===== src/rtl/puf_bit_packer.sv =====
// Integrates per-sample IQ magnitude over fixed windows and emits one response bit per window
// (1 when the window sum beats the previous one), packed LSB-first into AXI-Stream words.
// Define PUF_BIT_PACKER_MAXMIN_EN to use the max + min/2 magnitude estimate instead of |I| + |Q|.
module puf_bit_packer #(
  parameter int DATA_WIDTH    = 16,
  parameter int WIN_LEN       = 16,
  parameter int BITS_PER_WORD = 32,
  parameter int WORDS_PER_PKT = 4
) (
  input  logic                      clk,
  input  logic                      reset,
  input  logic                      in_tvalid,
  output logic                      in_tready,
  input  logic                      in_tlast,
  input  logic [2*DATA_WIDTH-1:0]   in_tdata,
  output logic                      out_tvalid,
  input  logic                      out_tready,
  output logic                      out_tlast,
  output logic [BITS_PER_WORD-1:0]  out_tdata
);

  localparam int MW  = DATA_WIDTH + 1;
  localparam int SW  = $clog2(WIN_LEN);
  localparam int AW  = MW + SW;
  localparam int BCW = $clog2(BITS_PER_WORD + 1);
  localparam int BIW = (BITS_PER_WORD > 1) ? $clog2(BITS_PER_WORD) : 1;
  localparam int WCW = (WORDS_PER_PKT > 1) ? $clog2(WORDS_PER_PKT) : 1;

  typedef enum logic {
    IDLE,
    ACCUM
  } state_t;

  // Handshake rule: a beat moves on either side only in a cycle where valid and ready are both
  // high at the rising edge; the output word is held unchanged while out_tvalid & !out_tready.

  state_t                   state_q, state_n;
  logic [AW-1:0]            acc_q;
  logic [AW-1:0]            prev_q;
  logic                     prev_valid_q;
  logic [SW-1:0]            sample_cnt_q;
  logic [BCW-1:0]           bit_cnt_q;
  logic [WCW-1:0]           word_cnt_q;
  logic [BITS_PER_WORD-1:0] word_q;

  logic [DATA_WIDTH-1:0]    raw_i, raw_q;
  logic [DATA_WIDTH-1:0]    abs_i, abs_q;
  logic [MW-1:0]            mag;
  logic                     accept;
  logic                     win_end;
  logic [AW-1:0]            cur;
  logic [BITS_PER_WORD-1:0] word_n;
  logic [BCW-1:0]           bits_n;
  logic                     word_full;
  logic                     emit;
  logic                     emit_last;

  assign in_tready = !out_tvalid || out_tready;

  // Two's-complement absolute value; the most negative input maps to 2^(DW-1), which still fits.
  always_comb begin
    raw_i = in_tdata[2*DATA_WIDTH-1:DATA_WIDTH];
    raw_q = in_tdata[DATA_WIDTH-1:0];
    abs_i = raw_i[DATA_WIDTH-1] ? (~raw_i + DATA_WIDTH'(1)) : raw_i;
    abs_q = raw_q[DATA_WIDTH-1] ? (~raw_q + DATA_WIDTH'(1)) : raw_q;
  end

`ifdef PUF_BIT_PACKER_MAXMIN_EN
  logic [DATA_WIDTH-1:0] max_v, min_v;
  always_comb begin
    max_v = (abs_i >= abs_q) ? abs_i : abs_q;
    min_v = (abs_i >= abs_q) ? abs_q : abs_i;
    mag   = {1'b0, max_v} + {2'b00, min_v[DATA_WIDTH-1:1]};
  end
`else
  always_comb begin
    mag = {1'b0, abs_i} + {1'b0, abs_q};
  end
`endif

  always_comb begin
    accept    = in_tvalid && in_tready;
    win_end   = (sample_cnt_q == SW'(WIN_LEN - 1));
    cur       = acc_q + AW'(mag);
    word_n    = word_q;
    bits_n    = bit_cnt_q;
    if (win_end && prev_valid_q) begin
      word_n[bit_cnt_q[BIW-1:0]] = (cur > prev_q);
      bits_n                     = bit_cnt_q + BCW'(1);
    end
    word_full = (bits_n == BCW'(BITS_PER_WORD));
    // A frame end flushes any partial word; a word that fills up on that same sample goes out normally.
    emit      = accept && (word_full || (in_tlast && (bits_n != '0)));
    emit_last = word_full ? (word_cnt_q == WCW'(WORDS_PER_PKT - 1)) : 1'b1;
  end

  always_comb begin
    state_n = state_q;
    if (accept) begin
      state_n = in_tlast ? IDLE : ACCUM;
    end
  end

  always_ff @(posedge clk or posedge reset) begin
    if (reset) begin
      state_q <= IDLE;
    end else begin
      state_q <= state_n;
    end
  end

  always_ff @(posedge clk or posedge reset) begin
    if (reset) begin
      acc_q        <= '0;
      prev_q       <= '0;
      prev_valid_q <= 1'b0;
      sample_cnt_q <= '0;
      bit_cnt_q    <= '0;
      word_cnt_q   <= '0;
      word_q       <= '0;
    end else if (accept) begin
      if (win_end) begin
        prev_q <= cur;
      end
      if (in_tlast) begin
        acc_q        <= '0;
        sample_cnt_q <= '0;
        prev_valid_q <= 1'b0;
        bit_cnt_q    <= '0;
        word_cnt_q   <= '0;
        word_q       <= '0;
      end else if (win_end) begin
        acc_q        <= '0;
        sample_cnt_q <= '0;
        prev_valid_q <= 1'b1;
        if (word_full) begin
          bit_cnt_q  <= '0;
          word_q     <= '0;
          word_cnt_q <= (word_cnt_q == WCW'(WORDS_PER_PKT - 1)) ? '0 : word_cnt_q + WCW'(1);
        end else begin
          bit_cnt_q  <= bits_n;
          word_q     <= word_n;
        end
      end else begin
        acc_q        <= cur;
        sample_cnt_q <= sample_cnt_q + SW'(1);
      end
    end
  end

  always_ff @(posedge clk or posedge reset) begin
    if (reset) begin
      out_tvalid <= 1'b0;
      out_tlast  <= 1'b0;
      out_tdata  <= '0;
    end else if (emit) begin
      out_tvalid <= 1'b1;
      out_tlast  <= emit_last;
      out_tdata  <= word_n;
    end else if (out_tready) begin
      out_tvalid <= 1'b0;
      out_tlast  <= 1'b0;
    end
  end

endmodule


===== config.mk =====
export PLATFORM = sky130hd
export DESIGN_NAME = puf_bit_packer
export DESIGN_NICKNAME = d
export VERILOG_FILES = /design/src/rtl/puf_bit_packer.sv
export SDC_FILE = /design/constraint.sdc
export NUM_CORES = 1
export LEC_CHECK = 0
export CORE_MARGIN = 5
export CORE_UTILIZATION = 53
export CTS_CLUSTER_DIAMETER = 40
export DETAILED_ROUTE_END_ITERATION = 12
export PLACE_DENSITY = 0.77
export RECOVER_POWER = 100
export SLEW_MARGIN = 20
export SYNTH_ARGS = -nofsm -noshare
export SYNTH_HDL_FRONTEND = slang
export SYNTH_SLANG_ARGS = --single-unit
export TNS_END_PERCENT = 20

===== constraint.sdc =====
create_clock -name clk -period 4.25 [get_ports clk]
set_input_delay 0.85 -clock clk [delete_from_list [all_inputs] [get_ports clk]]
set_output_delay 0.85 -clock clk [all_outputs]
set_load 0.02 [all_outputs]

=== Yosys cells after proc, flatten, opt, wreduce, memory -nomap -nowiden ===
Index checks and enable logic that the tools add are counted.

* Register bits: 121
* Latch bits: 0
* Bits in writable memories: 0
* Bits in read-only memories: 0
* Logic and storage cells: 67
* Memories kept: 0

* Add/subtract/negate cells: 7
* $mul: 0
* Divide/modulo/power cells: 0
* $lt $le $gt $ge: 3
* Eq/ne operators: 3
* Shift operators: 0
* Muxes and demuxes: 27
* Bitwise gates (word level): 2
* Reduce and logical (&&, ||, !) cells: 15

{| class="wikitable"
|+ Operators by type and width
! kind !! count
|-
| $mux W32 || 4
|-
| $mux W21 || 2
|-
| $add A16 B1 Y16 const B || 2
|-
| $bwmux W32 || 1
|-
| $mux W16 || 2
|-
| $not A16 Y16 || 2
|-
| $mux W6 || 4
|-
| $add A21 B17 Y21 || 1
|-
| $gt A21 B21 Y1 || 1
|-
| $add A16 B16 Y17 || 1
|-
| $mux W2 || 4
|-
| $mux W4 || 2
|-
| $mux W1 || 7
|-
| $add A6 B1 Y6 const B || 1
|-
| $eq A6 B6 Y1 const B || 1
|-
| $lt A5 B6 Y1 const B || 1
|-
| $reduce_bool A2 Y1 || 3
|-
| $reduce_bool A6 Y1 || 1
|-
| $demux W1 S5 || 1
|-
| $ge A5 B1 Y1 const B || 1
|-
| $logic_and A1 B1 Y1 || 5
|-
| $add A4 B1 Y4 const B || 1
|-
| $eq A4 B4 Y1 const B || 1
|-
| $reduce_and A2 Y1 || 2
|-
| other kinds (5) || 6
|}

=== Logic depth before layout (Yosys ltp) ===
Gate-level depths: netlist of the first run.

* Depth after elaboration: 11
* Gate-level depth with buffers: 26

=== Least setup slack after synthesis of the first run ===
Ideal clock, no wire load.

* Path type: input-to-reg
* Start: in in_tdata[5]
* End: reg word_q[18]
* Setup time: 0.124 ns
* Arrival time: 5.896 ns
* Setup slack: -1.770 ns
* Cell stages on the path: 23
* Path through: or4_1 > or2_1 > nor3_1 > nand2_1 > o31ai_1 > xor2_1 > fa_1 > inv_1 > ha_1 > clkbuf_1 > a21o_1 > a31o_1 > a311oi_1 > a31oi_1 > xor2_1 > ha_1 > nand4_1 > nor4_1 > nand2_1 > o32a_1 > nand3_1 > buf_2 > o21ai_1

* Longest elaborated chain between the ends: 11

{| class="wikitable"
|+ RTL lines
! element !! RTL line !! text
|-
| from (decl) || 15 || <nowiki>input logic [2*DATA_WIDTH-1:0] in_tdata,</nowiki>
|-
| $not A16 Y16 || 65 || <nowiki>abs_q = raw_q[DATA_WIDTH-1] ? (~raw_q + DATA_WIDTH'(1)) : raw_q;</nowiki>
|-
| $add A16 B1 Y16 || 65 ||
|-
| $mux W16 * || 65 ||
|-
| $add A16 B16 Y17 * || 77 || <nowiki>mag = {1'b0, abs_i} + {1'b0, abs_q};</nowiki>
|-
| $add A21 B17 Y21 * || 84 || <nowiki>cur = acc_q + AW'(mag);</nowiki>
|-
| net cur[18] || 51 || <nowiki>logic [AW-1:0] cur;</nowiki>
|-
| $gt A21 B21 Y1 * || 88 || <nowiki>word_n[bit_cnt_q[BIW-1:0]] = (cur > prev_q);</nowiki>
|-
| $bwmux W32 * || 88 ||
|-
| $mux W32 * || 87 || <nowiki>if (win_end && prev_valid_q) begin</nowiki>
|-
| $mux W32 * || 136 || <nowiki>if (word_full) begin</nowiki>
|-
| $mux W32 * || 132 || <nowiki>end else if (win_end) begin</nowiki>
|-
| $mux W32 * || 125 || <nowiki>if (in_tlast) begin</nowiki>
|-
| to (signal assigned) || 142 || <nowiki>word_q <= word_n;</nowiki>
|-
| to (decl) || 44 || <nowiki>logic [BITS_PER_WORD-1:0] word_q;</nowiki>
|}

The timed path passes the listed nets; every way through them passes the cells marked *. The select of a mux whose other input is x is not followed.
A chain may end at the register's enable or synchronous reset.

=== Worst setup path in the final report of the first run ===
* Start: in in_tdata[4]
* End: reg word_q[11]

The elaborated chain is that of the path after synthesis.

==> results of run 1 <==
cells in the final DEF (no fill, tap or decap), types with 8 or more instances in the layout:
master,n
o21ai_1,62
nor2_1,59
nand2_1,92
inv_1,69
mux2i_1,32
xor2_1,31
ha_1,41
clkbuf_16,18
buf_4,107
fa_1,17
dlygate4sd3_1,38
buf_6,8
clkbuf_1,12
nand3_1,11
dfrtp_1,121
mux2_2,13
xnor2_1,12
o21ai_0,33
o21ai_2,21
clkdlybuf4s50_1,21
a21oi_1,87
registers in the layout (all words and copies together) (netlist names):
signal / cells
prev_q: 21
sample_cnt_q: 4
out_tdata: 32
bit_cnt_q: 6
word_cnt_q: 2
out_tlast: 1
out_tvalid: 1
acc_q: 21
word_q: 32
prev_valid_q: 1
routing by layer:
metal / vias to the layer above / part of all wire
li1: 3405 / -
met1: 3454 / 0.42
met2: 268 / 0.49
met3: 48 / 0.062
met4: 0 / 0.022
met5: - / 0
kinds of logic (layout without fill, tap and decap cells):
kind of cell | after synthesis | count (layout) | synth area share
compound gates | 257 | 257 | 0.188
simple gates | 225 | 225 | 0.130
flops | 121 | 121 | 0.385
buf+inv | 121 | 309 | 0.0616
fa+ha+maj | 62 | 62 | 0.115
mux | 51 | 51 | 0.0676
xor+xnor | 47 | 47 | 0.0524
worst paths after layout:
| check | startpoint | end | cells after the start |
|---|---|---|---|
| max in group asynchronous | reset | out_tlast | 3 |
| worst min-delay path | prev_q[11] | prev_q[11] | 2 |
| min in group asynchronous | reset | acc_q[1] | 2 |
| worst max register to register | acc_q[1] | out_tdata[10] | 20 |
| worst min register to register | prev_q[11] | prev_q[11] | 2 |
| worst max-delay path | in_tdata[4] | word_q[11] | 27 |
report_power, final:
group / switching, mW / internal, mW / leakage [nW]
registers: 0.0346 / 1.23 / 1.63
clock network: 0.505 / 0.964 / 0.294
logic: 1.58 / 1.48 / 3.33
stage by stage:
step	cell area [um^2]	hold WS [ps]
final	10700	480
after global routing	10700	513
after CTS	10600	478
after detailed placement	9550	466
after global placement	9550	470
after floorplan	7930	449
worst max-delay path, delay by kind of cell:
family | cells | cell delay [ps]
and+or+nand+nor | 10 | 2110
AOI/OAI and AO/OA | 7 | 1470
adders and majority gates | 3 | 1070
buffers and inverters | 5 | 670
xor gates and xnor gates | 2 | 190
area by class of cell:
class	count	area, um^2	area share
clock buffers	24	482	0.0450
multi-input cells	642	4760	0.445
clock inverters	8	118	0.0110
flip-flops and latches	121	3030	0.283
well taps	184	230	0.0215
repair buffers	204	1810	0.169
inverters	73	275	0.0257
repair_timing:
| item | CTS | global route |
|---|---|---|
| cloned | 3 | 1 |
| gates resized for setup | 67 | 39 |
| endpoints found under the setup margin | 84 | 89 |
| pin swaps | 53 | 28 |
| setup buffers | 14 | 3 |
==> flow_summary.ini, run 1 <==
[cells_and_area]
n_fill_cell = 1015
final_cells = 1256
area_growth_pct = 36.1
final_core_util = 0.736
final_nets = 1158
drive_above_1_share = 0.229
antenna_cells = 0

[synth]
yosysTopAreaCell = dfrtp_1
ys_seq_area_frac = 0.385
synth_most_common_cell = dfrtp_1
synth_area_um2 = 7860
synth_common_cells = dfrtp_1 (121), nand2_1 (95), a21oi_1 (89), o21ai_1 (81), inv_1 (73)
async_flop_share = 1.00
synth-seq-cells = 121
syn_inst = 884
synth_fp_nets = 983
ys_types = 63
synth-edff-count = 0
synth.top_cell.area_share = 0.385
synthTopCellsByArea = dfrtp_1 (39%), ha_1 (7.2%), a21oi_1 (5.7%)
syn_area_per_cell_um2 = 8.89
ys.flop_type = dfrtp_1
yosys_warnings = 0

[timing]
post-route-period-util = 1.42
slew_violations = 88
finalClockSkew_ps = 7.70
hold_viol_final = 0
min_period_ps = 6020
rsz0062_at_grt = true
layout_setup_ws_ps = -1770
tns_ps = -112340
setup_viol = 77
tightest_slew_ps = 2370
slew_headroom = -0.586
max_clock_freq_ghz = 0.166

[drt]
drc = 0
via_count = 7175
drt_iter0_drc = 569
drt-pass1-iter-count = 7
routed_wl_mm = 21.1
wl_per_cell_um = 16.8
ant_nets = 0
via_per_inst = 5.71

[die]
start_util = 0.541
coreArea_um2 = 14500
io_pins = 72
die_h_um = 132
dieArea_um2 = 17400
die_width_um = 132
rows = 44

[worst_setup_path]
arrival_ps = 6360
cp-start-kind = primary input
crit_type = primary input to flip-flop
worstPathRequired_ps = 4590
cpMaxStageDelayCell = fa_1
cpPeakStageDelay_ps = 560
r2r_slack_ps = -690
cp_max_fo = 6
cp-end-kind = flip-flop

[cts]
hold_buffers = 0
numCtsBuffers = 17
clockBufferDepth = 2
clock_latency_ps = 420
clk_pin_slew_ps = 50
cts_htree_levels = 4
cts_tree = built
cts-root-buf = clkbuf_16
clock-sinks = 121

[grt]
grt_util_met1 = 0.316
grt_pass1_vias = 7151
grt_first_pass_wirelength_mm = 34.4
grtUsageMet2 = 0.386
grt_max_degree = 71
gr-usage-met3 = 0.0523
grt_usage = 0.238
overflow = 0
antenna_found_initial = 0
busiest_layer = met2

[pwr]
power.density_nw_per_um2 = 542
leakage_nw = 5.25
power_mw = 5.80
ir_drop_mv = 0.573

[run]
cap_violations = 2

[placed_design]
place_congestion = 0.908
place_ws_ps = -2280
dp.final_hpwl_mm = 13.5
io_buffers = 71
dpl.cell_count = 1204

[worst_hold_path]
hold_class = flip-flop to flip-flop

[status]
status = complete, but fails checks
failed_checks = capacitance limit, slew limit, setup timing
(Power assumes the default switching activity.)
==> run 2: changes to the inputs <==
--- a/config.mk
+++ b/config.mk
@@ -6,11 +6,10 @@
 export NUM_CORES = 1
 export LEC_CHECK = 0
 export CORE_MARGIN = 5
-export CORE_UTILIZATION = 53
+export CORE_UTILIZATION = 63
 export CTS_CLUSTER_DIAMETER = 40
 export DETAILED_ROUTE_END_ITERATION = 12
-export PLACE_DENSITY = 0.77
-export RECOVER_POWER = 100
+export PLACE_DENSITY = 0.86
 export SLEW_MARGIN = 20
 export SYNTH_ARGS = -nofsm -noshare
 export SYNTH_HDL_FRONTEND = slang
==> constraint.sdc (replaced) <==
create_clock -name clk -period 7.82 [get_ports clk]
set_input_delay 1.564 -clock clk [delete_from_list [all_inputs] [get_ports clk]]
set_output_delay 1.564 -clock clk [all_outputs]
set_load 0.02 [all_outputs]
==> run 2 against run 1 <==
  * The flow now finishes without violations
  * Core utilization increased by 3.1 points
  * First-iteration DRC count decreased by 0.70%
  * Global-route usage increased by 2.5 points
  * Critical path depth decreased by 3
  * Design area decreased by 13%
  * Power decreased by 54%
  * Clock-buffer cell count decreased by 7
  * Combinational power decreased by 62%
  * Sequential power decreased by 46%
  * Clock power decreased by 43%
  * Critical endpoint is now out_tdata[16]
==> flow_summary.ini, run 2 (synthesized netlist as in run 1, its figures left out) <==
[status]
status = completed

[cts]
clock-sinks = 121
cts.repair.resized = 0
cts-root-buf = clkbuf_16
cts_htree_levels = 4
numCtsBuffers = 17
clk_pin_slew_ps = 60
cts_setup_buffers = 0
cts_tree = built
clock_latency_ps = 420
hold_buffers = 0
clockBufferDepth = 2

[timing]
finalClockSkew_ps = 8.89
min_period_ps = 7320
slew_violations = 0
post-route-period-util = 0.936
whs_ps = 485
setup_viol = 0
tns_ps = 0
hold_viol_final = 0
rsz0062_at_grt = false
tightest_slew_ps = 985
slew_headroom = 0.342
max_clock_freq_ghz = 0.137

[worst_setup_path]
cp-start-kind = primary input
worstReg2RegStart = acc_q[1]
crit_chain = clkdlybuf4s50_1 > or4_1 > or2_1 > nor3_1 > nand2_1 > o31ai_1 > xor2_1 > fa_1 > inv_1 > ha_1 > a21o_1 > a31o_1 > a311oi_1 > a31oi_1 > xor2_1 > ha_1 > nand4_1 > nor4_1 > nand2_1 > a21oi_1 > o32a_1 > buf_4 > mux2i_1 > a21oi_1
r2r_cells = 20
r2r_slack_ps = 2770
cpMaxStageDelayCell = or4_1
cpPeakStageDelay_ps = 520
worst-path-buf-inv = 3
crit_type = primary input to flip-flop
cp-end-kind = flip-flop
worstPathRequired_ps = 8160
cp_max_fo = 32
r2r_end = out_tdata[16]
critical_path.top_delay_family = simple AND/OR/NAND/NOR gates
arrival_ps = 7660
crit_cells = 24

[pwr]
power_mw = 2.68
power.density_nw_per_um2 = 288
leakage_nw = 4.38
ir_drop_mv = 0.200

[drt]
drt-pass1-iter-count = 5
via_per_inst = 5.95
via_count = 6627
drt_iter0_drc = 565
routed_wl_mm = 18.5
wl_per_cell_um = 16.6
drc = 0
ant_nets = 0

[die]
die_h_um = 122
coreArea_um2 = 12100
die_width_um = 122
start_util = 0.649
rows = 40
dieArea_um2 = 14800
io_pins = 72

[placed_design]
place_congestion = 0.893
dp.final_hpwl_mm = 12.2
io_buffers = 71
place_area_um2 = 8670

[worst_hold_path]
min_path_cells = 2
min_from = prev_q[11]
hold_end = prev_q[11]
hold_class = flip-flop to flip-flop

[cells_and_area]
mostFrequentLayoutCell = dfrtp_1
final_nets = 1033
reg.largest.list = out_tdata (32), word_q (32)
final_cell_mix = dfrtp_1 (121), nand2_1 (94), a21oi_1 (89)
n_fill_cell = 844
antenna_cells = 0
drive_above_1_share = 0.0677
area_growth_pct = 18.2
fin_area_um2 = 9290

[grt]
grt_first_pass_wirelength_mm = 31.4
grt_usage = 0.263
antenna_found_initial = 0
grt_max_degree = 67
overflow = 0
grt_pass1_vias = 6529

[run]
cap_violations = 0
-- run 2: changes by cell type in the layout (fill, tap and decap cells not counted), moves of 4 or more --
cell             change
o21ai_2             -18
clkbuf_4             -5
clkinv_4             +4
buf_6                -8
o31ai_1              +4
buf_4              -100
ha_1                 +4
clkbuf_1            -12
o21ai_1             +17
dlygate4sd3_1       -38
dlymetal6s2s_1       -5
clkdlybuf4s50_1     +50
-- run 2: how the worst max path moves through the flow --
stage / from / to / slack, ps
2_1_floorplan: in_tdata[5] / word_q[18] / 1090
3_3_place_gp: in_tdata[5] / out_tdata[1] / 360
3_5_place_dp: in_tdata[5] / out_tdata[18] / 160
4_1_cts: in_tdata[5] / out_tdata[16] / 560
5_1_grt: in_tdata[5] / out_tdata[27] / 110
6_report: in_tdata[3] / out_tdata[16] / 500
-- run 2: tightest hold or removal path, delay by kind of cell, from the launching register on --
kind               cells  cell delay, ps
AOI/OAI and AO/OA      1              50
DFF                    1             340
and+or+nand+nor        1              50
-- run 2: where the power goes --
group / total [mW] / switching [mW] / internal [mW]
clock: 0.831 / 0.297 / 0.533
combinational: 1.16 / 0.699 / 0.459
sequential: 0.687 / 0.0182 / 0.669
-- run 2: cell type report --
class / count / area, um^2 / area share
repair buffers: 79 / 783 / 0.0843
well taps: 168 / 210 / 0.0226
flip-flops and latches: 121 / 3030 / 0.326
inverters: 73 / 277 / 0.0298
clock buffers: 17 / 425 / 0.0458
multi-input cells: 642 / 4370 / 0.471
clock inverters: 14 / 198 / 0.0213
-- run 2: stage by stage --
step / instances / setup WS, ps / utilization
6_report: 1114 / 499 / 0.767
5_1_grt: 1114 / 108 / 0.767
4_1_cts: 1114 / 561 / 0.767
3_5_place_dp: 1083 / 162 / 0.716
3_3_place_gp: 1083 / 355 / 0.716
2_1_floorplan: 884 / 1090 / -
-- run 2: per-layer routing --
metal,part of all wire,vias to the layer above,track usage
li1,-,3149,-
met4,0.012,0,0.0714
met5,0,-,0
met2,0.47,226,0.417
met3,0.060,33,0.0492
met1,0.45,3219,0.372
